==> config.mk <==
export PLATFORM = sky130hd
export DESIGN_NAME = rv32_decode_stage_hs
export DESIGN_NICKNAME = d
export VERILOG_FILES = /design/src/rtl/rv32_decode_stage_hs.sv
export SDC_FILE = /design/constraint.sdc
export NUM_CORES = 1
export LEC_CHECK = 0
export ABC_AREA = 1
export BUFFER_PORTS_ARGS = -buffer_cell sky130_fd_sc_hd__buf_2
export CAP_MARGIN = 20
export CORE_MARGIN = 5
export CORE_UTILIZATION = 55
export CTS_CLUSTER_SIZE = 30
export DETAILED_ROUTE_END_ITERATION = 8
export PLACE_DENSITY = 0.79
export SYNTH_ARGS = -nofsm -noshare
export SYNTH_HDL_FRONTEND = slang
export SYNTH_SLANG_ARGS = --single-unit
==> constraint.sdc <==
create_clock -name clk -period 4.3 [get_ports clk]
set_input_delay 0 -clock clk [delete_from_list [all_inputs] [get_ports clk]]
set_output_delay 0 -clock clk [all_outputs]
set_load 0.05 [all_outputs]
==> src/rtl/rv32_decode_stage_hs.sv <==
// RV32 decode stage: decodes fetched instructions, resolves source operands against
// writeback forwarding ports and buffers the results in a small snooping output queue.

package rv32_decode_pkg;

  typedef enum logic [3:0] {
    ALU_ADD, ALU_SUB, ALU_SLL, ALU_SLT, ALU_SLTU,
    ALU_XOR, ALU_SRL, ALU_SRA, ALU_OR, ALU_AND, ALU_PASS_B
  } alu_op_e;

  typedef struct packed {
    alu_op_e     alu_op;
    logic [4:0]  rd;
    logic [2:0]  funct3;
    logic [6:0]  funct7;
    logic [31:0] imm;
    logic        use_imm;
    logic        use_pc;
    logic        reg_write;
    logic        mem_read;
    logic        mem_write;
    logic        branch;
    logic        jump;
    logic        illegal;
  } decoded_instr_t;

  localparam logic [31:0] NOP_INSTR = 32'h0000_0013;  // addi x0, x0, 0

  localparam logic [6:0] OPC_LUI    = 7'b0110111;
  localparam logic [6:0] OPC_AUIPC  = 7'b0010111;
  localparam logic [6:0] OPC_JAL    = 7'b1101111;
  localparam logic [6:0] OPC_JALR   = 7'b1100111;
  localparam logic [6:0] OPC_BRANCH = 7'b1100011;
  localparam logic [6:0] OPC_LOAD   = 7'b0000011;
  localparam logic [6:0] OPC_STORE  = 7'b0100011;
  localparam logic [6:0] OPC_OP_IMM = 7'b0010011;
  localparam logic [6:0] OPC_OP     = 7'b0110011;
  localparam logic [6:0] OPC_FENCE  = 7'b0001111;
  localparam logic [6:0] OPC_SYSTEM = 7'b1110011;

  // bit30 selects SUB only for register-register ops; SRA/SRL use it in both forms.
  function automatic alu_op_e alu_from_funct3(input logic [2:0] f3, input logic bit30,
                                               input logic is_reg);
    alu_op_e op;
    case (f3)
      3'b000:  op = (is_reg && bit30) ? ALU_SUB : ALU_ADD;
      3'b001:  op = ALU_SLL;
      3'b010:  op = ALU_SLT;
      3'b011:  op = ALU_SLTU;
      3'b100:  op = ALU_XOR;
      3'b101:  op = bit30 ? ALU_SRA : ALU_SRL;
      3'b110:  op = ALU_OR;
      default: op = ALU_AND;
    endcase
    return op;
  endfunction

  function automatic decoded_instr_t decode_instr(input logic [31:0] instr);
    decoded_instr_t d;
    logic [31:0]    imm_i, imm_s, imm_b, imm_u, imm_j;
    imm_i = {{20{instr[31]}}, instr[31:20]};
    imm_s = {{20{instr[31]}}, instr[31:25], instr[11:7]};
    imm_b = {{19{instr[31]}}, instr[31], instr[7], instr[30:25], instr[11:8], 1'b0};
    imm_u = {instr[31:12], 12'b0};
    imm_j = {{11{instr[31]}}, instr[31], instr[19:12], instr[20], instr[30:21], 1'b0};
    d        = '0;
    d.alu_op = ALU_ADD;
    d.rd     = instr[11:7];
    d.funct3 = instr[14:12];
    d.funct7 = instr[31:25];
    case (instr[6:0])
      OPC_LUI:    begin d.imm = imm_u; d.use_imm = 1'b1; d.alu_op = ALU_PASS_B; d.reg_write = 1'b1; end
      OPC_AUIPC:  begin d.imm = imm_u; d.use_imm = 1'b1; d.use_pc = 1'b1; d.reg_write = 1'b1; end
      OPC_JAL:    begin d.imm = imm_j; d.use_pc = 1'b1; d.jump = 1'b1; d.reg_write = 1'b1; end
      OPC_JALR:   begin d.imm = imm_i; d.use_imm = 1'b1; d.jump = 1'b1; d.reg_write = 1'b1; end
      OPC_BRANCH: begin d.imm = imm_b; d.branch = 1'b1; d.alu_op = ALU_SUB; end
      OPC_LOAD:   begin d.imm = imm_i; d.use_imm = 1'b1; d.mem_read = 1'b1; d.reg_write = 1'b1; end
      OPC_STORE:  begin d.imm = imm_s; d.use_imm = 1'b1; d.mem_write = 1'b1; end
      OPC_OP_IMM: begin
        d.imm       = imm_i;
        d.use_imm   = 1'b1;
        d.reg_write = 1'b1;
        d.alu_op    = alu_from_funct3(instr[14:12], instr[30], 1'b0);
      end
      OPC_OP: begin
        d.reg_write = 1'b1;
        d.alu_op    = alu_from_funct3(instr[14:12], instr[30], 1'b1);
      end
      OPC_FENCE, OPC_SYSTEM: ;  // no register or ALU effect at this stage
      default: d.illegal = 1'b1;
    endcase
    return d;
  endfunction

endpackage

// Pure combinational decoder; set_nop forces the canonical NOP decode.
module rv32_instr_decoder
  import rv32_decode_pkg::*;
(
  input  logic           set_nop,
  input  logic [31:0]    instr,
  output decoded_instr_t decoded
);
  assign decoded = decode_instr(set_nop ? NOP_INSTR : instr);
endmodule

module rv32_decode_stage_hs
  import rv32_decode_pkg::*;
#(
  parameter int XLEN       = 32,
  parameter int NUM_FWD    = 2,
  parameter int SKID_DEPTH = 2
) (
  input  logic                    clk,
  input  logic                    resetn,
  input  logic                    in_valid,
  output logic                    in_ready,
  input  logic [XLEN-1:0]         in_pc,
  input  logic [31:0]             in_instr,
  input  logic                    flush,
  output logic [4:0]              rs1,
  output logic [4:0]              rs2,
  input  logic [XLEN-1:0]         reg1,
  input  logic [XLEN-1:0]         reg2,
  input  logic [NUM_FWD-1:0]      fwd_valid,
  input  logic [NUM_FWD*5-1:0]    fwd_rd,
  input  logic [NUM_FWD*XLEN-1:0] fwd_data,
  output logic                    out_valid,
  input  logic                    out_ready,
  output logic [XLEN-1:0]         out_pc,
  output logic [31:0]             out_instr,
  output decoded_instr_t          out_decoded,
  output logic [XLEN-1:0]         out_reg1,
  output logic [XLEN-1:0]         out_reg2
);

  localparam int PTR_W = (SKID_DEPTH > 1) ? $clog2(SKID_DEPTH) : 1;
  localparam int CNT_W = $clog2(SKID_DEPTH + 1);

  typedef struct packed {
    logic [XLEN-1:0] pc;
    logic [31:0]     instr;
    decoded_instr_t  dec;
    logic [XLEN-1:0] reg1;
    logic [XLEN-1:0] reg2;
  } entry_t;

  localparam entry_t ENTRY_RST = '{pc: '0, instr: '0, dec: decode_instr(NOP_INSTR),
                                   reg1: '0, reg2: '0};

  entry_t               entry_q [SKID_DEPTH];
  entry_t               entry_d [SKID_DEPTH];
  logic [PTR_W-1:0]     wr_ptr_q, wr_ptr_d;
  logic [PTR_W-1:0]     rd_ptr_q, rd_ptr_d;
  logic [CNT_W-1:0]     count_q, count_d;
  decoded_instr_t       in_dec;
  logic                 push, pop;

  rv32_instr_decoder u_decoder (
    .set_nop (~resetn),
    .instr   (in_instr),
    .decoded (in_dec)
  );

  // Lowest-index matching forwarding port wins; x0 always reads as zero.
  function automatic logic [XLEN-1:0] resolve(input logic [4:0] rs, input logic [XLEN-1:0] dflt);
    logic [XLEN-1:0] val;
    logic            hit;
    val = dflt;
    hit = 1'b0;
    for (int i = 0; i < NUM_FWD; i++) begin
      if (!hit && fwd_valid[i] && (fwd_rd[i*5 +: 5] == rs)) begin
        val = fwd_data[i*XLEN +: XLEN];
        hit = 1'b1;
      end
    end
    if (rs == 5'd0) val = '0;
    return val;
  endfunction

  function automatic logic [PTR_W-1:0] ptr_inc(input logic [PTR_W-1:0] p);
    return (p == PTR_W'(SKID_DEPTH - 1)) ? '0 : p + PTR_W'(1);
  endfunction

  function automatic logic slot_held(input int idx);
    int off;
    off = idx - int'(rd_ptr_q);
    if (off < 0) off += SKID_DEPTH;
    return off < int'(count_q);
  endfunction

  assign rs1       = in_instr[19:15];
  assign rs2       = in_instr[24:20];
  assign in_ready  = (count_q < CNT_W'(SKID_DEPTH));
  assign out_valid = (count_q != '0);
  assign push      = in_valid && in_ready && !flush;
  assign pop       = out_valid && out_ready && !flush;

  assign out_pc      = entry_q[rd_ptr_q].pc;
  assign out_instr   = entry_q[rd_ptr_q].instr;
  assign out_decoded = entry_q[rd_ptr_q].dec;
  assign out_reg1    = entry_q[rd_ptr_q].reg1;
  assign out_reg2    = entry_q[rd_ptr_q].reg2;

  always_comb begin
    // NOTE: every signal driven here gets a default first, so no path can infer a latch.
    entry_d  = entry_q;
    wr_ptr_d = wr_ptr_q;
    rd_ptr_d = rd_ptr_q;
    count_d  = count_q;

    for (int i = 0; i < SKID_DEPTH; i++) begin
      if (slot_held(i)) begin
        entry_d[i].reg1 = resolve(entry_q[i].instr[19:15], entry_q[i].reg1);
        entry_d[i].reg2 = resolve(entry_q[i].instr[24:20], entry_q[i].reg2);
      end
    end

    if (push) begin
      entry_d[wr_ptr_q].pc    = in_pc;
      entry_d[wr_ptr_q].instr = in_instr;
      entry_d[wr_ptr_q].dec   = in_dec;
      entry_d[wr_ptr_q].reg1  = resolve(rs1, reg1);
      entry_d[wr_ptr_q].reg2  = resolve(rs2, reg2);
      wr_ptr_d                = ptr_inc(wr_ptr_q);
    end
    if (pop) rd_ptr_d = ptr_inc(rd_ptr_q);

    if (push && !pop)      count_d = count_q + CNT_W'(1);
    else if (pop && !push) count_d = count_q - CNT_W'(1);

    if (flush) begin
      count_d  = '0;
      wr_ptr_d = '0;
      rd_ptr_d = '0;
    end
  end

  // NOTE: state updates use non-blocking assignments so all flops sample pre-edge values.
  always_ff @(posedge clk or negedge resetn) begin
    if (!resetn) begin
      count_q  <= '0;
      wr_ptr_q <= '0;
      rd_ptr_q <= '0;
      // NOTE: queue storage is reset as well, so the idle head shows a clean NOP payload.
      for (int i = 0; i < SKID_DEPTH; i++) entry_q[i] <= ENTRY_RST;
    end else begin
      count_q  <= count_d;
      wr_ptr_q <= wr_ptr_d;
      rd_ptr_q <= rd_ptr_d;
      entry_q  <= entry_d;
    end
  end

endmodule
* After elaboration in Yosys (flattened, before gate mapping)
Cells that the tools add are included.
** Storage, ports and cells
- Register bits after elaboration :: 378
- Bits in latches :: 0
- Bits in writable memories :: 0
- ROM bits :: 0
- Bits of input ports :: 209
- Output and inout bits :: 199
- Word-level logic and storage cells :: 215
- Memories kept :: 0
** Cells by class
- Add/sub/neg operators :: 8
- $mul :: 0
- Divide/modulo/power cells :: 0
- $lt $le $gt $ge :: 8
- Eq/ne operators :: 29
- Shifts and indexed selects :: 0
- Multiplexer cells :: 79
- Bitwise operators :: 2
- Reduce and logical (&&, ||, !) cells :: 52
** Operators by type and width (count)
- bitwise mux 374 bit :: 5
- demux 187 bit (select 1 bit) :: 5
- two-way mux 32 bit :: 24
- two-way mux 187 bit :: 4
- two-way mux 251 bit :: 1
- two-way mux 64 bit :: 3
- one-hot mux 32 bit (5 select lines) :: 1
- two-way mux 155 bit :: 1
- two-way mux 123 bit :: 1
- < comparator 32 x 3 -> 1 bit :: 2
- equality test 5 bit :: 12
- one-hot mux 4 bit (7 select lines) :: 2
- zero test 5 bit :: 6
- equality test 7 bit, second input constant :: 4
- two-way mux 1 bit :: 28
- logical AND 1 bit :: 25
- equality test 7 x 6 -> 1 bit, second input constant :: 3
- one-hot mux 4 bit (4 select lines) :: 1
- equality test 7 x 5 -> 1 bit, second input constant :: 2
- OR reduction 11 bit :: 1
- equality test 3 bit, second input constant :: 3
- zero test 1 bit :: 9
- adder 2 x 3 -> 4 bit, second input constant :: 2
- equality test 7 x 2 -> 1 bit, second input constant :: 1
- 19 further kinds :: 32

* Depth between registers and ports, before layout
- Word-level depth :: 17
- Mapped depth :: 14
- Mapped depth without buffers :: 11

* Cells and area by module
From an unflattened synthesis, not the netlist that was laid out.
** Second synthesis, totals
- Cell total of the unflattened synthesis :: 4357
- Area, all modules :: 26304.0 um^2
** Modules (own cells, without submodules)
- rv32_decode_stage_hs :: instances 1, cells each 4133, area each 25254.2 um^2, seq. area each 9464.1 um^2
- rv32_instr_decoder :: instances 1, cells each 224, area each 1049.8 um^2, seq. area each 0.0 um^2

* Worst setup path after synthesis
No wires, ideal clock.
- Path kind :: flip-flop to output port
- Start :: register rd_ptr_q
- End :: output port out_instr[22]
- Arrival :: 1.895 ns
- Required time :: 4.300 ns
- Path slack :: 2.405 ns
- Cell stages (with the launch flop) :: 4
- Path buffers :: 2
- Cells stage by stage :: dfrtp_1 clkbuf_1 clkbuf_1 o21ai_0
** On the way
- Word-level cells in the longest chain between the ends :: 4
** RTL lines
- from (decl) :: RTL line 155 : logic [PTR_W-1:0] rd_ptr_q, rd_ptr_d;
- from (signal assigned) :: RTL line 251 : rd_ptr_q <= rd_ptr_d;
- inverter 1 -> 2 bit (not written as such) :: RTL line 201 : assign out_instr = entry_q[rd_ptr_q].instr;
- two-way mux 187 bit (3 in series)
- to (decl) :: RTL line 132 : output logic [31:0] out_instr,
No other way between the ends. The select of a mux whose other input is x is not followed.

==> impl_metrics.env <==
export IMPL_worst_slew_pin_slew_ps=1233
export IMPL_p_leak_nw=17.01
export IMPL_synth_nets=4488
export IMPL_drcViolationCount=0
export IMPL_peakVddDrop_mv=0.8108
export IMPL_ios=408
export IMPL_ys_ff_latch=378
export IMPL_synth_warnings=0
export IMPL_row_count=79
export IMPL_slew_headroom_pct=17.60
export IMPL_syn_cell_area_um2=25790
export IMPL_grt_total_usage_pct=38.18
export IMPL_end_kind="flop"
export IMPL_path_class="flop to flop"
export IMPL_period_share_pct=75.71
export IMPL_crit_path_start_kind="flop"
export IMPL_detail_route_antenna_nets=0
export IMPL_clockBufferDepth=3
export IMPL_outcome="finished with violations"
export IMPL_p_per_area_nw_per_um2=732.7
export IMPL_fin_area_um2=31270
export IMPL_violations="negative hold slack"
export IMPL_place_area_um2=27750
export IMPL_met2WireLength_mm=44.13
export IMPL_vias_per_cell=5.697
export IMPL_synth_cells=4279
export IMPL_die_h_um=226.6
export IMPL_grt_pass1_wl_mm=156.2
export IMPL_antenna_found_initial=1
export IMPL_fp_dieW_um=226.6
export IMPL_synth_cell_types=25
export IMPL_drtPass1Iterations=8
export IMPL_cts_sinks=378
export IMPL_numCtsBuffers=43
export IMPL_final_setup_tns_ps=0
export IMPL_vias=30357
export IMPL_layout_drive_gt1_share_pct=12.62
export IMPL_slew_violations=0
export IMPL_core_area_um2=46460
export IMPL_crit_required_ps=4830
export IMPL_cts_reportedPaths_clkPinSlew_ps=60
export IMPL_area_growth_syn_to_layout_pct=21.23
export IMPL_first_iter_violations=3704
export IMPL_tritoncts="done"
export IMPL_drt_total_wl_mm=101.2
export IMPL_cap_violations=0
export IMPL_fin_nets=4899
export IMPL_start_util_pct=55.52
export IMPL_setup_viol=0
export IMPL_crit_path_max_incr_delay_ps=720
export IMPL_final_cell_mix="nand2_1 (1522), nor2_1 (827), o21ai_0 (452), buf_2 (406), dfrtp_1 (373)"
export IMPL_critPathLaunch="count_q[0]$_DFFE_PN0P_"
export IMPL_clock_root_buffer="clkbuf_16"
export IMPL_dp_worst_setup_slack_ps=1782
export IMPL_holdWs_ps=-1.461
export IMPL_cp_slowest_cell="buf_4"
export IMPL_grt_start_max_net_pins=194
export IMPL_period_needed_ps=3256
export IMPL_rsz0062_at_grt="false"
export IMPL_min_path_type="primary input to async pin"
export IMPL_final_common_cell="nand2_1"
export IMPL_cp_max_fo=65
export IMPL_finalHoldViolCount=1
export IMPL_top_layer="met4"
export IMPL_wl_per_cell_um=19.00
export IMPL_ys_seq_area_share_pct=36.69
export IMPL_wl_met3_mm=13.27
export IMPL_place_gp_congestion=1.012
export IMPL_avgSynthCellArea_um2=6.028
export IMPL_clkLatencyLatePin_ps=610
export IMPL_worstPathCellList="inv_1 > o21ai_4 > buf_4 > o21ai_0 > inv_1 > buf_4 > nand2_1 > nor2_1 > nor2_1 > nor2_1 > dlygate4sd3_1"
export IMPL_grt_pass1_vias=28482
export IMPL_dieArea_um2=51330
export IMPL_hpwl_mm=60.10
export IMPL_finClkSkew_ps=35.53
export IMPL_cp_common_cell="nor2_1"
export IMPL_rr_startpoint="count_q[0]$_DFFE_PN0P_"
export IMPL_htree_levels=2
export IMPL_port_buffers=407
export IMPL_max_freq_ghz=0.3072
export IMPL_arrival_ps=3780
export IMPL_wl_met1_mm=36.94
export IMPL_finalWorstSetupSlack_ps=1044
export IMPL_gr_total_overflow=0
[cell families (layout without fill, tap and decap cells)]
| family | after synthesis | after routing | share of synthesized area, % |
|---|---|---|---|
| simple gates | 2816 | 2816 | 43.87 |
| buf+inv | 610 | 1052 | 10.12 |
| compound gates | 475 | 475 | 9.318 |
| flops | 378 | 378 | 36.69 |
| other cells | 0 | 1 | 0 |
[cell usage after synthesis (all sizes together)]
library cell	n	area, um2
dfrtp	374	9359
o31ai	4	30.03
nor3	3	15.01
nor2	852	3266
buf	168	952.2
a31oi	4	25.02
nor2b	2	12.51
a21oi	7	35.03
inv	317	1190
dfstp	4	105.1
o211ai	3	22.52
nand2	1522	5713
o21ai	457	2291
nand3	363	1847
clkbuf	125	469.2
nand4	74	462.9
[critical path: cells and delay by family, from the launching register on]
kind	cells	cell delay [ps]
buffers and inverters	5	1980
AND/OR/NAND/NOR	4	420
AO/OA/AOI/OAI	2	380
flip-flops	1	370
[worst paths after layout]
check                                         end  slack [ps]  depth (start not counted)
max in group asynchronous   entry_q[14]$_DFF_PN0_        2580                          4
min reg2reg                                  flop         480                          2
max                          entry_q[3]$_DFF_PN0_        1040                         11
min in group clk           count_q[1]$_DFFE_PN0P_          20                          7
min                                     async pin          -1                          2
max reg2reg                  entry_q[3]$_DFF_PN0_        1040                         11
[through the flow]
| stage | instances | utilization [%] | total power [mW] | hold slack (ps) |
|---|---|---|---|---|
| after floorplan | 4279 | - | 15.01 | -295.6 |
| after global placement | 5052 | 59.72 | 18.07 | 51.19 |
| after detailed placement | 5052 | 59.72 | 18.24 | 49.36 |
| after CTS | 5326 | 67.19 | 22.61 | 0.1453 |
| after global routing | 5329 | 67.31 | 24.32 | 44.12 |
| final | 5329 | 67.31 | 22.91 | -1.461 |
[layout make-up]
cell class                 count  area, um2
clock buffer                  60       1240
fill                        4134      15190
antenna                        1      2.502
tap                          607      759.5
multi-input combinational   3291      13810
inverter                     317       1206
timing repair buffer         659       4537
clock inverter                16      245.2
sequential                   378       9468
[report_power, final]
| part | internal, mW | switching, mW |
|---|---|---|
| clock | 2.33 | 1.60 |
| combinational | 3.51 | 9.51 |
| sequential | 5.07 | 0.903 |
[what timing repair did]
| item | 4_1_cts | 5_1_grt |
|---|---|---|
| buffers inserted | 0 | 0 |
| hold buffers | 198 | 0 |
| endpoints found under the hold margin | 416 | 0 |
| resized for setup | 0 | 0 |
[routing by layer]
| metal | track usage, % | up-vias |
|---|---|---|
| li1 | - | 14181 |
| met1 | 49.34 | 13481 |
| met2 | 58.86 | 2151 |
| met3 | 9.645 | 544 |
| met4 | 21.29 | 0 |
| met5 | 0 | - |
(Power assumes the default switching activity.)
